<file path="src/rtl/dir_input_queue_pkg.sv">
// Shared direction encodings, button indices and helpers for the direction input queue.
package dir_input_queue_pkg;

   localparam int unsigned NUM_BTN = 4;

   localparam int unsigned BTN_LEFT  = 0;
   localparam int unsigned BTN_RIGHT = 1;
   localparam int unsigned BTN_UP    = 2;
   localparam int unsigned BTN_DOWN  = 3;

   // Encoding matches the button index so a press maps straight onto a direction.
   typedef enum logic [1:0] {
      DIR_LEFT  = 2'd0,
      DIR_RIGHT = 2'd1,
      DIR_TOP   = 2'd2,
      DIR_DOWN  = 2'd3
   } dir_e;

   // Opposite pairs differ only in bit 0.
   function automatic dir_e opposite_dir(input dir_e d);
      return dir_e'({d[1], ~d[0]});
   endfunction

   function automatic dir_e btn_to_dir(input logic [NUM_BTN-1:0] onehot);
      dir_e d;
      d = DIR_LEFT;
      for (int i = 0; i < int'(NUM_BTN); i++) begin
         if (onehot[i]) d = dir_e'(2'(i));
      end
      return d;
   endfunction

endpackage

</file>
<file path="src/rtl/dir_input_queue_debouncer.sv">
// Single-button debouncer: stable level follows raw after DEBOUNCE_CYCLES consecutive differing cycles.
module button_debouncer #(
   parameter int unsigned DEBOUNCE_CYCLES = 500000
) (
   input  logic clk,
   input  logic reset,
   input  logic raw,
   output logic stable,
   output logic rise
);

   localparam int unsigned DC_W = (DEBOUNCE_CYCLES > 1) ? $clog2(DEBOUNCE_CYCLES) : 1;

   logic [DC_W-1:0] cnt_q, cnt_d;
   logic            stable_q, stable_d;
   logic            rise_q, rise_d;

   always_comb begin
      cnt_d    = '0;
      stable_d = stable_q;
      if (raw != stable_q) begin
         if (cnt_q == DC_W'(DEBOUNCE_CYCLES - 1)) begin
            stable_d = raw;
         end else begin
            cnt_d = cnt_q + DC_W'(1);
         end
      end
      rise_d = stable_d & ~stable_q;
   end

   always_ff @(posedge clk) begin
      if (reset) begin
         cnt_q    <= '0;
         stable_q <= 1'b0;
         rise_q   <= 1'b0;
      end else begin
         cnt_q    <= cnt_d;
         stable_q <= stable_d;
         rise_q   <= rise_d;
      end
   end

   assign stable = stable_q;
   assign rise   = rise_q;

endmodule

</file>
<file path="src/rtl/dir_input_queue.sv">
// Debounced button presses qualified into a FIFO of pending turns, popped one per game tick.
// Optional INPUT_SYNC_EN adds a 2-flop synchronizer on btn_n.
module dir_input_queue
   import dir_input_queue_pkg::*;
#(
   parameter int unsigned DEBOUNCE_CYCLES = 500000,
   parameter int unsigned QUEUE_DEPTH     = 4,
   parameter int unsigned CNT_W           = 3
) (
   input  logic             clk,
   input  logic             reset,
   input  logic [3:0]       btn_n,
   input  logic             step,
   output logic [1:0]       cur_dir,
   output logic [CNT_W-1:0] queue_count,
   output logic             dir_accept,
   output logic             dir_reject,
   output logic             overflow
);

   localparam int unsigned PTR_W = (QUEUE_DEPTH > 1) ? $clog2(QUEUE_DEPTH) : 1;

   logic [NUM_BTN-1:0] btn_raw;
   logic [NUM_BTN-1:0] btn_stable;
   logic [NUM_BTN-1:0] btn_rise;

`ifdef INPUT_SYNC_EN
   logic [NUM_BTN-1:0] sync1_q, sync2_q;

   always_ff @(posedge clk) begin
      if (reset) begin
         sync1_q <= '1;
         sync2_q <= '1;
      end else begin
         sync1_q <= btn_n;
         sync2_q <= sync1_q;
      end
   end

   assign btn_raw = ~sync2_q;
`else
   assign btn_raw = ~btn_n;
`endif

   for (genvar g = 0; g < int'(NUM_BTN); g++) begin : g_deb
      button_debouncer #(.DEBOUNCE_CYCLES(DEBOUNCE_CYCLES)) u_deb (
         .clk    (clk),
         .reset  (reset),
         .raw    (btn_raw[g]),
         .stable (btn_stable[g]),
         .rise   (btn_rise[g])
      );
   end

   dir_e             mem_q [QUEUE_DEPTH];
   dir_e             mem_d [QUEUE_DEPTH];
   logic [PTR_W-1:0] wr_ptr_q, wr_ptr_d, rd_ptr_q, rd_ptr_d, tail_idx;
   logic [CNT_W-1:0] count_q, count_d;
   dir_e             cur_dir_q, cur_dir_d, ref_dir, cand;
   logic             accept_q, accept_d, reject_q, reject_d, ovf_q, ovf_d;
   logic             press_evt, reverse, full, empty, do_push, do_pop;

   // Qualify the press, judge it against the reference direction, update the FIFO.
   always_comb begin
      mem_d     = mem_q;
      wr_ptr_d  = wr_ptr_q;
      rd_ptr_d  = rd_ptr_q;
      count_d   = count_q;
      cur_dir_d = cur_dir_q;

      press_evt = $onehot(btn_rise) && ((btn_stable & ~btn_rise) == '0);
      cand      = btn_to_dir(btn_rise);
      full      = (count_q == CNT_W'(QUEUE_DEPTH));
      empty     = (count_q == '0);
      tail_idx  = (wr_ptr_q == '0) ? PTR_W'(QUEUE_DEPTH - 1) : wr_ptr_q - PTR_W'(1);
      ref_dir   = empty ? cur_dir_q : mem_q[tail_idx];
      reverse   = (cand == ref_dir) || (cand == opposite_dir(ref_dir));
      do_push   = press_evt && !reverse && !full;
      do_pop    = step && !empty;

      accept_d  = do_push;
      reject_d  = press_evt && reverse;
      ovf_d     = press_evt && !reverse && full;

      if (do_push) begin
         mem_d[wr_ptr_q] = cand;
         wr_ptr_d = (wr_ptr_q == PTR_W'(QUEUE_DEPTH - 1)) ? '0 : wr_ptr_q + PTR_W'(1);
      end
      if (do_pop) begin
         cur_dir_d = mem_q[rd_ptr_q];
         rd_ptr_d  = (rd_ptr_q == PTR_W'(QUEUE_DEPTH - 1)) ? '0 : rd_ptr_q + PTR_W'(1);
      end
      case ({do_push, do_pop})
         2'b10:   count_d = count_q + CNT_W'(1);
         2'b01:   count_d = count_q - CNT_W'(1);
         default: count_d = count_q;
      endcase
   end

   always_ff @(posedge clk) begin
      if (reset) begin
         for (int i = 0; i < int'(QUEUE_DEPTH); i++) mem_q[i] <= DIR_TOP;
         wr_ptr_q  <= '0;
         rd_ptr_q  <= '0;
         count_q   <= '0;
         cur_dir_q <= DIR_TOP;
         accept_q  <= 1'b0;
         reject_q  <= 1'b0;
         ovf_q     <= 1'b0;
      end else begin
         mem_q     <= mem_d;
         wr_ptr_q  <= wr_ptr_d;
         rd_ptr_q  <= rd_ptr_d;
         count_q   <= count_d;
         cur_dir_q <= cur_dir_d;
         accept_q  <= accept_d;
         reject_q  <= reject_d;
         ovf_q     <= ovf_d;
      end
   end

   assign cur_dir     = cur_dir_q;
   assign queue_count = count_q;
   assign dir_accept  = accept_q;
   assign dir_reject  = reject_q;
   assign overflow    = ovf_q;

endmodule
</file>
<file path="config.mk">
export PLATFORM = sky130hd
export DESIGN_NAME = dir_input_queue
export DESIGN_NICKNAME = d
export VERILOG_FILES = /design/src/rtl/dir_input_queue_pkg.sv /design/src/rtl/dir_input_queue_debouncer.sv /design/src/rtl/dir_input_queue.sv
export SDC_FILE = /design/constraint.sdc
export NUM_CORES = 1
export LEC_CHECK = 0
export CAP_MARGIN = 20
export CORE_AREA = 2 2 92 94
export CTS_BUF_LIST = sky130_fd_sc_hd__clkbuf_8
export CTS_CLUSTER_DIAMETER = 200
export DETAILED_ROUTE_END_ITERATION = 10
export DIE_AREA = 0 0 94 96
export GPL_TIMING_DRIVEN = 0
export PLACE_DENSITY = 0.74
export SYNTH_ARGS = -nofsm -noshare
export SYNTH_HDL_FRONTEND = slang
export SYNTH_SLANG_ARGS = --single-unit
</file>
<file path="constraint.sdc">
create_clock -name clk -period 4.09 [get_ports clk]
set_input_delay 0.409 -clock clk [delete_from_list [all_inputs] [get_ports clk]]
set_output_delay 0.409 -clock clk [all_outputs]
set_load 0.005 [all_outputs]
</file>
# Yosys cells after proc, flatten, opt, wreduce, memory -nomap -nowiden
# Cells that the tools add are included.
[word_totals]
reg_bits = 104
input_bits = 7
output_inout_bits = 8
elab_cells = 118
[classes]
add_sub_neg = 12
n_lt_le_gt_ge = 4
n_eq_ne = 16
n_mux = 25
bitwise_logic = 19
n_reduce_logical = 19
[op_table]
columns = ["op", "n"]
rows = [
  ["19-bit by 1-bit adder with 19-bit output, second input constant", 4],
  ["19-bit equality test, second input constant", 4],
  ["2-bit 2-to-1 mux", 11],
  ["3-bit OR reduction", 4],
  ["3-bit >= comparator, second input constant", 3],
  ["1-bit 2-to-1 mux", 9],
  ["1-bit NOT", 9],
  ["2-bit NOT with 3-bit output", 3],
  ["2-bit binary-select mux with 2-bit select", 2],
  ["8-bit bitwise mux", 1],
  ["4-bit NOT", 2],
  ["1-bit logical AND", 7],
  ["2-bit equality test, second input constant", 3],
  ["3-bit one-hot mux with 2 select lines", 1],
  ["1-bit by 1-bit adder with 2-bit output", 2],
  ["2-bit by 1-bit adder with 2-bit output, second input constant", 2],
  ["1-bit bitwise AND", 4],
  ["4-bit bitwise AND", 1],
  ["2-bit demux with 2-bit select", 1],
  ["2-bit equality test", 2],
  ["4-bit zero test", 1],
  ["1-bit != test", 4],
  ["2-bit by 2-bit adder with 3-bit output", 1],
  ["3-bit by 1-bit adder with 3-bit output, second input constant", 1],
  ["11 further kinds", 13],
]

# Longest topological paths before layout
[logic_depth]
ltp_word = 15
depth_mapped = 15
depth_no_buf = 14

# Cells and area by module
# A second synthesis with hierarchy kept.
[hier_totals]
hier_cells = 550
hier_area_um2 = 4941.0
[modules_own_cells]
columns = ["mod", "n_inst", "cells_per_inst", "area_each_um2", "seq_area_each_um2"]
rows = [
  ["button_debouncer", 4, 108, 950.9, 420.4],
  ["dir_input_queue", 1, 118, 1137.3, 400.4],
]

# Least setup slack after synthesis
# Ideal clock, no wire load.
[synth_path]
kind = "flip-flop to flip-flop"
from = "reg wr_ptr_q[0]"
to = "reg count_q[2], in the netlist queue_count[2]"
setup_ns = 0.071
t_arrival_ns = 3.053
required_ns = 4.019
path_slack_ns = 0.966
stages_incl_launch_ff = 13
path_buffers = 0
synth_period_minus_slack_ns = 3.124
cell_sequence = "dfxtp_1 -> inv_1 -> ha_1 -> nor2b_4 -> mux4_2 -> a31o_4 -> o211ai_4 -> ha_1 -> inv_1 -> fa_1 -> xor2_1 -> or3_1 -> a21oi_1"
[synth_between]
elab_chain_len = 15
word_cells_on_any_way = 19
classes_between = "add/sub (1); eq/ne (4); mux (6); bitwise (2); reduce/logical (6)"
[synth_lines]
columns = ["element", "line", "source"]
rows = [
  ["start: declaration", "dir_input_queue.sv:57", "logic [PTR_W-1:0] wr_ptr_q, wr_ptr_d, rd_ptr_q, rd_ptr_d, tail_idx;"],
  ["start signal: assignment", "dir_input_queue.sv:112", "wr_ptr_q <= wr_ptr_d;"],
  ["2-bit by 1-bit subtractor with 2-bit output / 2-bit zero test (equally long branches)", "dir_input_queue.sv:75", "tail_idx = (wr_ptr_q == '0) ? PTR_W'(QUEUE_DEPTH - 1) : wr_ptr_q - PTR_W'(1);"],
  ["2-bit 2-to-1 mux (*)", "dir_input_queue.sv:75", ""],
  ["2-bit NOT with 3-bit output (not written as such) (*)", "dir_input_queue.sv:76", "ref_dir = empty ? cur_dir_q : mem_q[tail_idx];"],
  ["2-bit binary-select mux with 2-bit select (*)", "dir_input_queue.sv:76", ""],
  ["2-bit 2-to-1 mux (not written as such) (*) (2 in a row)", "dir_input_queue.sv:76", ""],
  ["2-bit 2-to-1 mux (*)", "dir_input_queue.sv:76", ""],
  ["1-bit NOT", "dir_input_queue_pkg.sv:21", "return dir_e'({d[1], ~d[0]});"],
  ["2-bit equality test", "dir_input_queue.sv:77", "reverse = (cand == ref_dir) || (cand == opposite_dir(ref_dir));"],
  ["1-bit logical OR (*)", "dir_input_queue.sv:77", ""],
  ["1-bit zero test (*)", "dir_input_queue.sv:78", "do_push = press_evt && !reverse && !full;"],
  ["1-bit logical AND (*) (2 in a row)", "dir_input_queue.sv:78", ""],
  ["2-bit by 1-bit equality test with 1-bit output / 2-bit equality test (equally long branches)", "dir_input_queue.sv:93", "case ({do_push, do_pop})"],
  ["3-bit one-hot mux with 2 select lines / 2-bit nonzero test (equally long branches)", "-", ""],
  ["end signal: assignment", "dir_input_queue.sv:114", "count_q <= count_d;"],
  ["end: declaration", "dir_input_queue.sv:58", "logic [CNT_W-1:0] count_q, count_d;"],
]
# Every way passes the cells marked *; elsewhere a longest branch is shown, timed or not. The select of a mux whose other input is x is not followed.
# A chain may end at the register's enable or synchronous reset.

# Worst setup path in the final report
[layout_path]
from = "reg g_deb[3].u_deb.rise_q"
to = "reg count_q[2], in the netlist queue_count[2]"
[layout_between]
elab_chain_len = 8
word_cells_on_any_way = 18
classes_between = "add/sub (2); eq/ne (5); mux (2); bitwise (2); reduce/logical (7)"
[layout_lines]
columns = ["element", "line", "source"]
rows = [
  ["start: declaration", "dir_input_queue_debouncer.sv:16", "logic rise_q, rise_d;"],
  ["start signal: assignment", "dir_input_queue_debouncer.sv:39", "rise_q <= rise_d;"],
  ["1-bit by 1-bit adder with 2-bit output (not written as such) (tied with other cells)", "dir_input_queue.sv:71", "press_evt = $onehot(btn_rise) && ((btn_stable & ~btn_rise) == '0);"],
  ["2-bit by 2-bit adder with 3-bit output (not written as such) (tied with other cells)", "dir_input_queue.sv:71", ""],
  ["3-bit by 1-bit equality test with 1-bit output (tied with other cells)", "dir_input_queue.sv:71", ""],
  ["1-bit logical AND / 1-bit zero test (equally long branches)", "dir_input_queue.sv:71, dir_input_queue.sv:78", ""],
  ["1-bit logical AND (*) (2 in a row)", "dir_input_queue.sv:78", ""],
  ["2-bit by 1-bit equality test with 1-bit output / 2-bit equality test (equally long branches)", "dir_input_queue.sv:93", ""],
  ["3-bit one-hot mux with 2 select lines / 2-bit nonzero test (equally long branches)", "-", ""],
]
# Every way passes the cells marked *; elsewhere a longest branch is shown, timed or not.

==> impl_results.md <==
- Yosys Warn Count: 0
- Leak: 1.75 nW
- Starting density of the core: 0.590
- Critical Path Start Type: flop
- Area growth from synthesis to layout: 9.17%
- Routability cong.: 0.757
- Antenna violations before repair: 0
- Via count: 3516
- Min-Delay Endpoint: g_deb[0].u_deb.cnt_q[0]
- Die X: 94 um
- CP arrival: 3.69 ns
- R2R setup slack: 0.70 ns
- Sequential power share: 0.625
- Ratio of cells with drive above 1 in the final layout: 0.0646
- Synth Area per Inst: 9.00 um^2
- Power after layout: 1.63 mW
- PwrDens: 314 nW/um^2
- Worst reg2reg path depth: 15
- Post-DRT Antenna Nets: 0
- Syn Inst Count: 528
- Footprint of the multi-input gates: 2510 um^2
- Hold-fix buffers at CTS: 0
- Req. time, crit path: 4.39 ns
- PostCTS Resize Cnt: 0
- Clock Skews: 0.0120 ns
- Diode count: 0
- Worst flop-to-flop path startpoint: g_deb[3].u_deb.rise
- Root Driver: clkbuf_8
- Cell Int Power: 1.27 mW
- Post-Syn Nets: 549
- Clock power share: 0.350
- CTS clk-pin slew, worst paths: 0.10 ns
- NumNets Final: 573
- FILL cells: 695
- Crit-path max FO: 7
- Ys flop type: dfxtp_1
- Core Region: 8050 um^2
- Cell variety after synth: 43
- Clock buffer depth: 2
- Remaining Overflow, GRT: 0
- Commonest non-fill, non-tap cell in the layout: nor2_1
- Vias in the first global route: 3464
- Row cnt: 33
- Seq cells post-synth: 104
- Slew margin rel.: 0.556
- Worst min path class: reg -> reg
- Status: finished, final reports clean
- Commonest cells after routing, fill and taps aside: nor2_1, dfxtp_1, xnor2_1
- Wire length of the first global-routing pass: 14700 um
- DRT iter0 DRCs: 84
- Post-synth EDFFs: 0
- Slew @ Worst Pin: 0.660 ns
- Post-DP HPWL: 6080 um
- Design Area, Final: 5180 um^2
- Final Hold Fails: 0
- # setup viols final: 0
- Cells on Worst Hold Path: 1
- Unrepaired setup endpoints after global routing: false
- Die Ht: 96 um
- Remaining DRCs: 0
- Largest net degree at the start of global routing: 17
- Register area: 2080 um^2
- Initial DRT Pass Iterations: 4
- Post-synthesis sequential area ratio: 0.438
- Sink Count: 104
- TNS Setup: 0 ns
- R2r endpoint: queue_count[2]
- Fmax: 295 MHz
- Worst Path Class, Setup: reg -> reg
- H-Tree Level Count: 3
- Clk_lat worst skew: 0.36 ns
- Number of port buffers: 13
- Cell Area, Placed: 5010 um^2
- P_sw: 0.365 mW
- DRT Wirelength: 8240 um
- CTS tree: yes
- Comb pwr share: 0.024
- Final Cycle Share: 0.829
- Worst hold slack: 0.466 ns
- Slew Viols, Final: 0
- Worst min-delay path startpoint: g_deb[0].u_deb.cnt_q[0]
- CP endpoint kind: flop
- Minimum clock period: 3.39 ns
- Overall Global Routing Usage: 0.204
- Mapped Area: 4750 um^2
- Die ar.: 9020 um^2
- DR vias/cell: 5.31
- Post-CTS setup repair buffer count: 0
- Total CTS buffers: 9
- # IOs: 15
- Net Sw Frac: 0.224
- Peak VDD IR: 202 uV
- Max-capacitance violation count: 0
- Routed WL per cell: 12.4 um
- Post-synthesis async set-or-reset flop share: 0
## worst max-delay path by stage
stage                   startpoint        endpoint  slack, ns  cells after the start
4_1_cts        g_deb[3].u_deb.rise  queue_count[2]       0.68                     15
5_1_grt        g_deb[3].u_deb.rise  queue_count[2]       0.48                     15
2_1_floorplan          wr_ptr_q[0]  queue_count[2]       0.97                     12
3_3_place_gp   g_deb[3].u_deb.rise  queue_count[2]       0.80                     15
6_report       g_deb[3].u_deb.rise  queue_count[2]       0.70                     15
3_5_place_dp   g_deb[3].u_deb.rise  queue_count[2]       0.72                     15
## worst max-delay path, cell delays in order, from the launching register on
cell	delay (ns)
dfxtp_1	0.36
inv_1	0.08
fa_1	0.48
inv_1	0.04
ha_1	0.18
ha_1	0.28
nor2_1	0.04
and4_1	0.20
clkbuf_1	0.23
o211ai_4	0.18
ha_1	0.23
inv_1	0.06
fa_1	0.37
xor2_1	0.16
or3_1	0.30
a21oi_1	0.14
## layout make-up
| type | count | share of cell area |
|---|---|---|
| Multi-Input combinational cell | 386 | 0.485 |
| Sequential cell | 104 | 0.402 |
| Timing Repair Buffer | 13 | 0.0251 |
| Tap cell | 105 | 0.0253 |
| Inverter | 25 | 0.0181 |
| Buffer | 13 | 0.0116 |
| Clock inverter | 6 | 0.00700 |
| Clock buffer | 10 | 0.0265 |
## state kept, by name, summed over array words and instances (netlist names)
signal              flops
g_deb.u_deb.stable      4
g_deb.u_deb.rise        4
dir_accept              1
cur_dir                 2
rd_ptr_q                2
overflow                1
dir_reject              1
mem_q                   8
wr_ptr_q                2
queue_count             3
g_deb.u_deb.cnt_q      76
## per-layer routing
layer  vias up  global-route usage  routed length [um]
met4         0              0.0628                 125
met2        22               0.376                4060
met5         -                   0                   0
li1       1832                   -                   -
met1      1649               0.232                3880
met3        13              0.0517                 172
## cell usage after synthesis (all sizes together) (7+ instances only)
cell | n | share of area
nand4 | 18 | 0.024
ha | 12 | 0.032
nor4b | 10 | 0.018
inv | 25 | 0.020
xor2 | 36 | 0.066
buf | 7 | 0.0079
nand2 | 28 | 0.022
nand3 | 30 | 0.032
xnor2 | 38 | 0.070
and3 | 10 | 0.013
dfxtp | 104 | 0.44
nor3 | 18 | 0.019
nor2 | 110 | 0.087
nor4 | 10 | 0.013
nand2b | 12 | 0.016
mux2i | 11 | 0.023
## per-stage QoR
stage | worst slack, ns | instances | utilization
after floorplan | 0.966 | 528 | -
after CTS | 0.681 | 662 | 0.644
final | 0.699 | 662 | 0.644
after global routing | 0.480 | 662 | 0.644
after detailed placement | 0.718 | 646 | 0.622
after global placement | 0.801 | 646 | 0.622
## cells by family (layout without fill, tap and decap cells)
| family | count (synthesis) | count (layout) | synth area share |
|---|---|---|---|
| mux | 16 | 16 | 0.0429 |
| compound gates | 20 | 20 | 0.0400 |
| buf+inv | 38 | 67 | 0.0324 |
| simple gates | 262 | 262 | 0.270 |
| fa+ha+maj | 14 | 14 | 0.0400 |
| xor+xnor | 74 | 74 | 0.136 |
| flops | 104 | 104 | 0.438 |
## power groups by stage
stage          Sequential (mW)  Combinational (mW)  Clock [mW]
2_1_floorplan             1.04              0.0256           0
3_3_place_gp              1.04              0.0393           0
3_5_place_dp              1.04              0.0404           0
4_1_cts                   1.02              0.0405       0.594
5_1_grt                   1.02              0.0450       0.636
6_report                  1.02              0.0397       0.571
No activity file was read; power rests on OpenSTA's default activity.
